### src/rtl/mul16_mac_pkg.sv
// Shared encodings and widths for the multiply-accumulate stage.
package mul16_mac_pkg;

  localparam int OPND_W = 16;
  localparam int PROD_W = 32;

  typedef enum logic [1:0] {
    ACC   = 2'd0,
    DRAIN = 2'd1,
    DONE  = 2'd2
  } state_t;

endpackage

### src/rtl/multiply16_unsigned.sv
// Combinational unsigned multiplier; callers zero-extend 16-bit operands to 32 bits,
// so the 32-bit product is exact.
module multiply16_unsigned (
  input  logic [31:0] a,
  input  logic [31:0] b,
  output logic [31:0] p
);

  assign p = a * b;

endmodule

### src/rtl/mul16_mac_stage.sv
// Sequential multiply-accumulate stage: registered operand pair -> multiplier -> wide accumulator.
// Optional macro MAC_SATURATE_EN clamps the accumulator on overflow instead of wrapping.
module mul16_mac_stage
  import mul16_mac_pkg::*;
#(
  parameter int ACC_W = 40,
  parameter int CNT_W = 8
) (
  input  logic                 clk,
  input  logic                 rst_n,
  input  logic                 in_valid,
  output logic                 in_ready,
  input  logic [OPND_W-1:0]    in_a,
  input  logic [OPND_W-1:0]    in_b,
  input  logic                 in_last,
  output logic                 out_valid,
  input  logic                 out_ready,
  output logic [ACC_W-1:0]     out_acc,
  output logic [CNT_W-1:0]     out_count,
  output logic                 out_ovf,
  output state_t               dbg_state
);

  // Handshakes: a transfer happens on a rising edge where valid && ready; valid
  // never waits on ready, and the producer holds its data stable until the transfer.

  state_t              state, state_nxt;
  logic                s1_valid, s1_last;
  logic [OPND_W-1:0]   s1_a, s1_b;
  logic [PROD_W-1:0]   prod;
  logic [ACC_W:0]      sum_ext;
  logic                carry;
  logic [ACC_W-1:0]    acc, acc_nxt;
  logic [CNT_W-1:0]    count;
  logic                ovf, out_valid_q;
  logic                accept, out_fire;

  // in_ready is gated by rst_n so every output reads 0 while reset is held.
  assign in_ready  = rst_n && (state == ACC);
  assign accept    = in_valid && in_ready;
  assign out_fire  = out_valid_q && out_ready;
  assign dbg_state = state;

  multiply16_unsigned u_mul (
    .a ({{(32-OPND_W){1'b0}}, s1_a}),
    .b ({{(32-OPND_W){1'b0}}, s1_b}),
    .p (prod)
  );

  assign sum_ext = {1'b0, acc} + (ACC_W+1)'(prod);
  assign carry   = sum_ext[ACC_W];

`ifdef MAC_SATURATE_EN
  // Once clamped, the sum stays pinned at full scale until the result is taken.
  assign acc_nxt = (carry || ovf) ? {ACC_W{1'b1}} : sum_ext[ACC_W-1:0];
`else
  assign acc_nxt = sum_ext[ACC_W-1:0];
`endif

  always_comb begin
    state_nxt = state;
    case (state)
      ACC:     if (accept && in_last) state_nxt = DRAIN;
      DRAIN:   if (s1_valid && s1_last) state_nxt = DONE;
      DONE:    if (out_fire) state_nxt = ACC;
      default: state_nxt = ACC;
    endcase
  end

  always_ff @(posedge clk or negedge rst_n) begin
    if (!rst_n) begin
      state       <= ACC;
      out_valid_q <= 1'b0;
    end else begin
      state       <= state_nxt;
      out_valid_q <= (state_nxt == DONE);
    end
  end

  always_ff @(posedge clk or negedge rst_n) begin
    if (!rst_n) begin
      s1_valid <= 1'b0;
      s1_last  <= 1'b0;
      s1_a     <= '0;
      s1_b     <= '0;
    end else begin
      s1_valid <= accept;
      if (accept) begin
        s1_a    <= in_a;
        s1_b    <= in_b;
        s1_last <= in_last;
      end
    end
  end

  // Result registers clear on the output handshake, ready for the next sum.
  always_ff @(posedge clk or negedge rst_n) begin
    if (!rst_n) begin
      acc   <= '0;
      count <= '0;
      ovf   <= 1'b0;
    end else if (out_fire) begin
      acc   <= '0;
      count <= '0;
      ovf   <= 1'b0;
    end else if (s1_valid) begin
      acc   <= acc_nxt;
      count <= (count == {CNT_W{1'b1}}) ? count : count + CNT_W'(1);
      ovf   <= ovf || carry;
    end
  end

  assign out_valid = out_valid_q;
  assign out_acc   = acc;
  assign out_count = count;
  assign out_ovf   = ovf;

endmodule

### config.mk
export PLATFORM = sky130hd
export DESIGN_NAME = mul16_mac_stage
export DESIGN_NICKNAME = d
export VERILOG_FILES = /design/src/rtl/mul16_mac_pkg.sv /design/src/rtl/multiply16_unsigned.sv /design/src/rtl/mul16_mac_stage.sv
export SDC_FILE = /design/constraint.sdc
export NUM_CORES = 1
export LEC_CHECK = 0
export ABC_AREA = 1
export CORE_MARGIN = 4
export CORE_UTILIZATION = 40
export CTS_BUF_LIST = sky130_fd_sc_hd__clkbuf_2
export DETAILED_ROUTE_END_ITERATION = 7
export GPL_ROUTABILITY_DRIVEN = 1
export SLEW_MARGIN = 20
export SYNTH_ARGS = -nofsm -noshare
export SYNTH_HDL_FRONTEND = slang
export SYNTH_SLANG_ARGS = --single-unit
### constraint.sdc
create_clock -name clk -period 6.96 [get_ports clk]
set_clock_uncertainty 0.15 [all_clocks]
set_input_delay 0.696 -clock clk [delete_from_list [all_inputs] [get_ports clk]]
set_output_delay 0.696 -clock clk [all_outputs]
set_load 0.02 [all_outputs]
# == Yosys cells after proc, flatten, opt, wreduce, memory -nomap -nowiden ==
# Index checks and enable logic that the tools add are counted.
# word_totals
register_bits,86
latch_bits,0
ramBits,0
rom_bits,0
input_bits,37
out_inout_bits,53
elab_cells,37
memories,0
# op_classes
addsub,2
n_mul,1
n_div,0
order_cmp,0
n_eq_ne,5
shifts,0
muxes,11
bitwise_logic,0
reduce_logical,9
# ops
cell,n
40-bit two-way mux,2
40-bit by 32-bit adder with 41-bit output,1
16-bit by 16-bit multiplier with 32-bit output,1
8-bit two-way mux,3
"8-bit by 1-bit adder with 8-bit output, second input constant",1
"8-bit equality test, second input constant",1
2-bit two-way mux,3
2-bit one-hot mux with 3 select lines,1
1-bit logical AND,5
"2-bit equality test, second input constant",2
"2-bit by 1-bit equality test with 1-bit output, second input constant",1
2-bit logical NOT,1
1-bit two-way mux,2
"2-bit inequality test, second input constant",1
2-bit AND reduction,1
2-bit nonzero test,1
1-bit logical OR,1

# == Logic depth before layout (Yosys ltp) ==
# depth
word_depth,7
mapped_depth,29
mapped_depth_nobuf,28

# == Modules after synthesis ==
# Synthesis repeated with hierarchy kept, for this count alone.
# hier_totals
hier_cells,3289
area_unflattened_um2,23139.7
# by_module_without_submodules
mod,n_inst,cells_per_inst,area_each_um2,seq_area_each_um2
multiply16_unsigned,1,2360,17062.6,0.0
mul16_mac_stage,1,929,6077.1,2152.1

# == Worst setup path after synthesis ==
# Ideal clock, no wire load.
# synth_timing
path_kind,reg-to-reg
from,reg s1_b[1]
to,"reg acc[38], in the netlist out_acc[38]"
setup_time_ps,119
arrival_time_ps,5229
required_ps,6691
setup_slack_ps,1461
path_stages_with_launch,27
n_path_buf,2
synth_period_minus_slack_ps,5499
cell_sequence,dfrtp_1 > clkbuf_1 > clkbuf_1 > nand2_1 > fa_1 > inv_1 > fa_1 > inv_1 > fa_1 > inv_1 > fa_1 > fa_1 > inv_1 > fa_1 > inv_1 > ha_1 > nand2_1 > inv_1 > nand2_1 > nor2_1 > nand4_1 > nand3_2 > nand2_1 > nand2_1 > nand3_1 > nand2_1 > nor2_1
# synth_between
elab_chain_cells,4
# synth_rtl
element,line_no,rtl
from (decl),mul16_mac_stage.sv:29,"logic [OPND_W-1:0] s1_a, s1_b;"
from (signal assigned),mul16_mac_stage.sv:90,s1_b <= in_b;
16-bit by 16-bit multiplier with 32-bit output,multiply16_unsigned.sv:9,assign p = a * b;
40-bit by 32-bit adder with 41-bit output,mul16_mac_stage.sv:50,"assign sum_ext = {1'b0, acc} + (ACC_W+1)'(prod);"
40-bit two-way mux,mul16_mac_stage.sv:106,end else if (s1_valid) begin
40-bit two-way mux,mul16_mac_stage.sv:102,end else if (out_fire) begin
to (signal assigned),mul16_mac_stage.sv:107,acc <= acc_nxt;
to (decl),mul16_mac_stage.sv:33,"logic [ACC_W-1:0] acc, acc_nxt;"
# Every way passes these cells. The select of a mux whose other input is x is not followed.
# A chain may end at the register's enable or synchronous reset.

# == Final worst setup path ==
# layout_timing
from,reg s1_a[7]
to,"reg acc[38], in the netlist out_acc[38]"
# layout_between
elab_chain_cells,4
# layout_rtl
element,line_no,rtl
from (decl),mul16_mac_stage.sv:29,
from (signal assigned),mul16_mac_stage.sv:89,s1_a <= in_a;
16-bit by 16-bit multiplier with 32-bit output,multiply16_unsigned.sv:9,
40-bit by 32-bit adder with 41-bit output,mul16_mac_stage.sv:50,
40-bit two-way mux,mul16_mac_stage.sv:106,
40-bit two-way mux,mul16_mac_stage.sv:102,
# Every way passes these cells. The select of a mux whose other input is x is not followed.

==> results.tsv <==
metric	value	unit
design_area	0.0154	mm²
rr_startpoint	s1_a[7]$_DFFE_PN0P_	
muxShareOfSynthArea	0	%
syn_inst	1917	
fmax	162	MHz
cts_root_buf	clkbuf_2	
die_x	196	µm
placedInstanceArea	0.0153	mm²
syn_avg_cell_area	7.37	µm²
grt_max_degree	50	
path_max_fanout	17	
dieArea	0.0384	mm²
cts_made_buffers	9	
detail_route.iter0.violations	686	
path_cells	nand2_1 > fa_1 > inv_1 > fa_1 > inv_1 > fa_1 > inv_1 > fa_1 > fa_1 > inv_1 > fa_1 > inv_1 > ha_1 > nand2_1 > inv_1 > nand2_1 > nor2_1 > nand4_1 > nand3_2 > nand2_1 > nand2_1 > nand3_1 > nand2_1 > nor2_1	
via_per_inst	4.70	
wire_per_inst	15.9	µm
synth_cell_types	35	
clkLatencyLatePin	730	ps
drv_cap	0	
worst_pin_slew	849	ps
tritoncts	done	
crit_path_end_kind	flop	
synthAdderAreaFrac	41.8	%
max_stage_delay	910	ps
grt_pass1_wl	63.4	mm
final_cells	2408	
rsz0062_at_grt	false	
wl	38.3	mm
crit_path_top_delay_cell	dfrtp_1	
synthTopCellsByArea	fa_1 32%, nand2_1 16%, dfrtp_1 15%	
initial_core_util	40.7	%
synth_top_family_by_area	adder cells	
antenna_found_initial	2	
r2r_end	out_acc[38]$_DFFE_PN0P_	
status	finished clean	
r2r_slack	780	ps
synth_xor_area_share	0.124	%
nNetsFinal	2318	
fin_crit_sh	88.8	%
cts_buffer_depth	2	
area_growth	9.25	%
synth_area	0.0141	mm²
critPathCapture	out_acc[38]$_DFFE_PN0P_	
worstPathArrival	6670	ps
final_max_slew_viol_count	0	
io_buffers	89	
dr.pass1.iters	5	
startpoint	s1_a[7]$_DFFE_PN0P_	
reg2reg_depth	24	
start_kind	flop	
grt_usage	20.7	%
syn_nets	2291	
setup_viol	0	
ys_ff_latch	86	
final_common_cell	nand2_1	
htreeDepth	3	
ioPinCount	90	
die_y	196	µm
slew_headroom	43.3	%
hold_path_class	in2async	
synth_top_area_share	32.0	%
crit_required	7450	ps
drtAntennaViolNets	0	
finalSetupTns	0	ps
min_period	6180	ps
synth_compound_area_share	4.58	%
whs	300	ps
vias	11300	
place_hpwl	31.3	mm
grt_pass1_vias	11800	
row_count	68	
drc_errors	0	
fp.coreArea	0.0347	mm²
clkTransAtPathRegs	310	ps
clock-sinks	86	
globalplace.congestion	0.926	
final_cell_mix	587 x nand2_1, 548 x inv_1, 226 x fa_1	
yosys.area_share.simple	21.4	%
ys_warn_count	0	
synth-seq-area-share	15.2	%
drive_gt1_share	3.59	%
hold_violations	0	
yosys.area.top_type	fa_1	
path_class	reg2reg	
dp_cells	2387	
grt_overflow	0	
metal layers:
layer,GRT usage (%),vias up,part of all wire (%)
met4,4.73,0,1.5
met2,32.9,250,46
li1,-,5508,-
met1,30.4,5511,48
met5,0,-,0
met3,2.75,38,4.5
Yosys cell counts, drive strengths merged:
master,number
nor3b,1
o21bai,5
ha,111
and2,2
o31ai,1
a21boi,3
buf,8
nor2,74
a22o,2
a21oi,52
dfrtp,86
nand2,606
xnor2,1
nand4,4
fa,226
nor3,12
or2,1
clkbuf,71
xor2,1
a21o,2
nand3b,6
o22ai,6
nand3,38
inv,552
o21ai,46
metrics by stage:
step                utilization (%)  setup slack (ps)
CTS                            44.4               678
global placement               44.1               780
floorplan                         -              1460
finish                         44.5               780
detailed placement             44.1               713
global route                   44.5               437
critical path, delay by kind of cell, from the launching register on:
| kind | cells | cell delay, ps |
|---|---|---|
| adder cells (fa/ha/maj) | 7 | 3430 |
| buffers and inverters | 6 | 360 |
| flip-flops | 1 | 910 |
| AND/OR/NAND/NOR | 11 | 1270 |
sequential cells by signal, indices dropped and copies added, names as in the netlist:
name and count:
s1_valid 1, s1_b 16, out_count 8, out_valid 1, dbg_state 2, s1_a 16, out_acc 40, out_ovf 1
s1_last 1
cell type report:
cell class              instances  area, µm²
flip-flops and latches         86       2150
diodes                          4       10.0
inverters                     552       2070
clock inverters                 6       53.8
multi-input cells            1200       9600
fillers                      3602      19300
well taps                     455        569
repair buffers                 95        936
clock buffers                  10       50.0
kinds of logic after synthesis:
kind of cell / count (synthesis)
fa+ha+maj: 337
compound gates: 117
xor+xnor: 2
buf+inv: 631
flops: 86
simple gates: 744
what timing repair did:
action / 4_1_cts / 5_1_grt
endpoints found under the hold margin: 37 / 0
hold buffers: 1 / 0
buffers inserted: 0 / 0
resized for setup: 0 / 0
worst min-delay path by stage:
stage / endpoint / slack, ps / start
detailed placement: out_ovf$_DFFE_PN0P_ / 320 / out_ovf$_DFFE_PN0P_
global route: s1_a[14]$_DFFE_PN0P_ / 240 / in_a[14]
global placement: s1_last$_DFFE_PN0P_ / 310 / s1_last$_DFFE_PN0P_
finish: out_count[0]$_DFFE_PN0P_ / 300 / rst_n
CTS: s1_b[6]$_DFFE_PN0P_ / 220 / in_b[6]
floorplan: dbg_state[0]$_DFF_PN0_ / 250 / rst_n
Power is not shown: default switching activity piles up to over one toggle a cycle in this logic, so the estimate is an artifact.
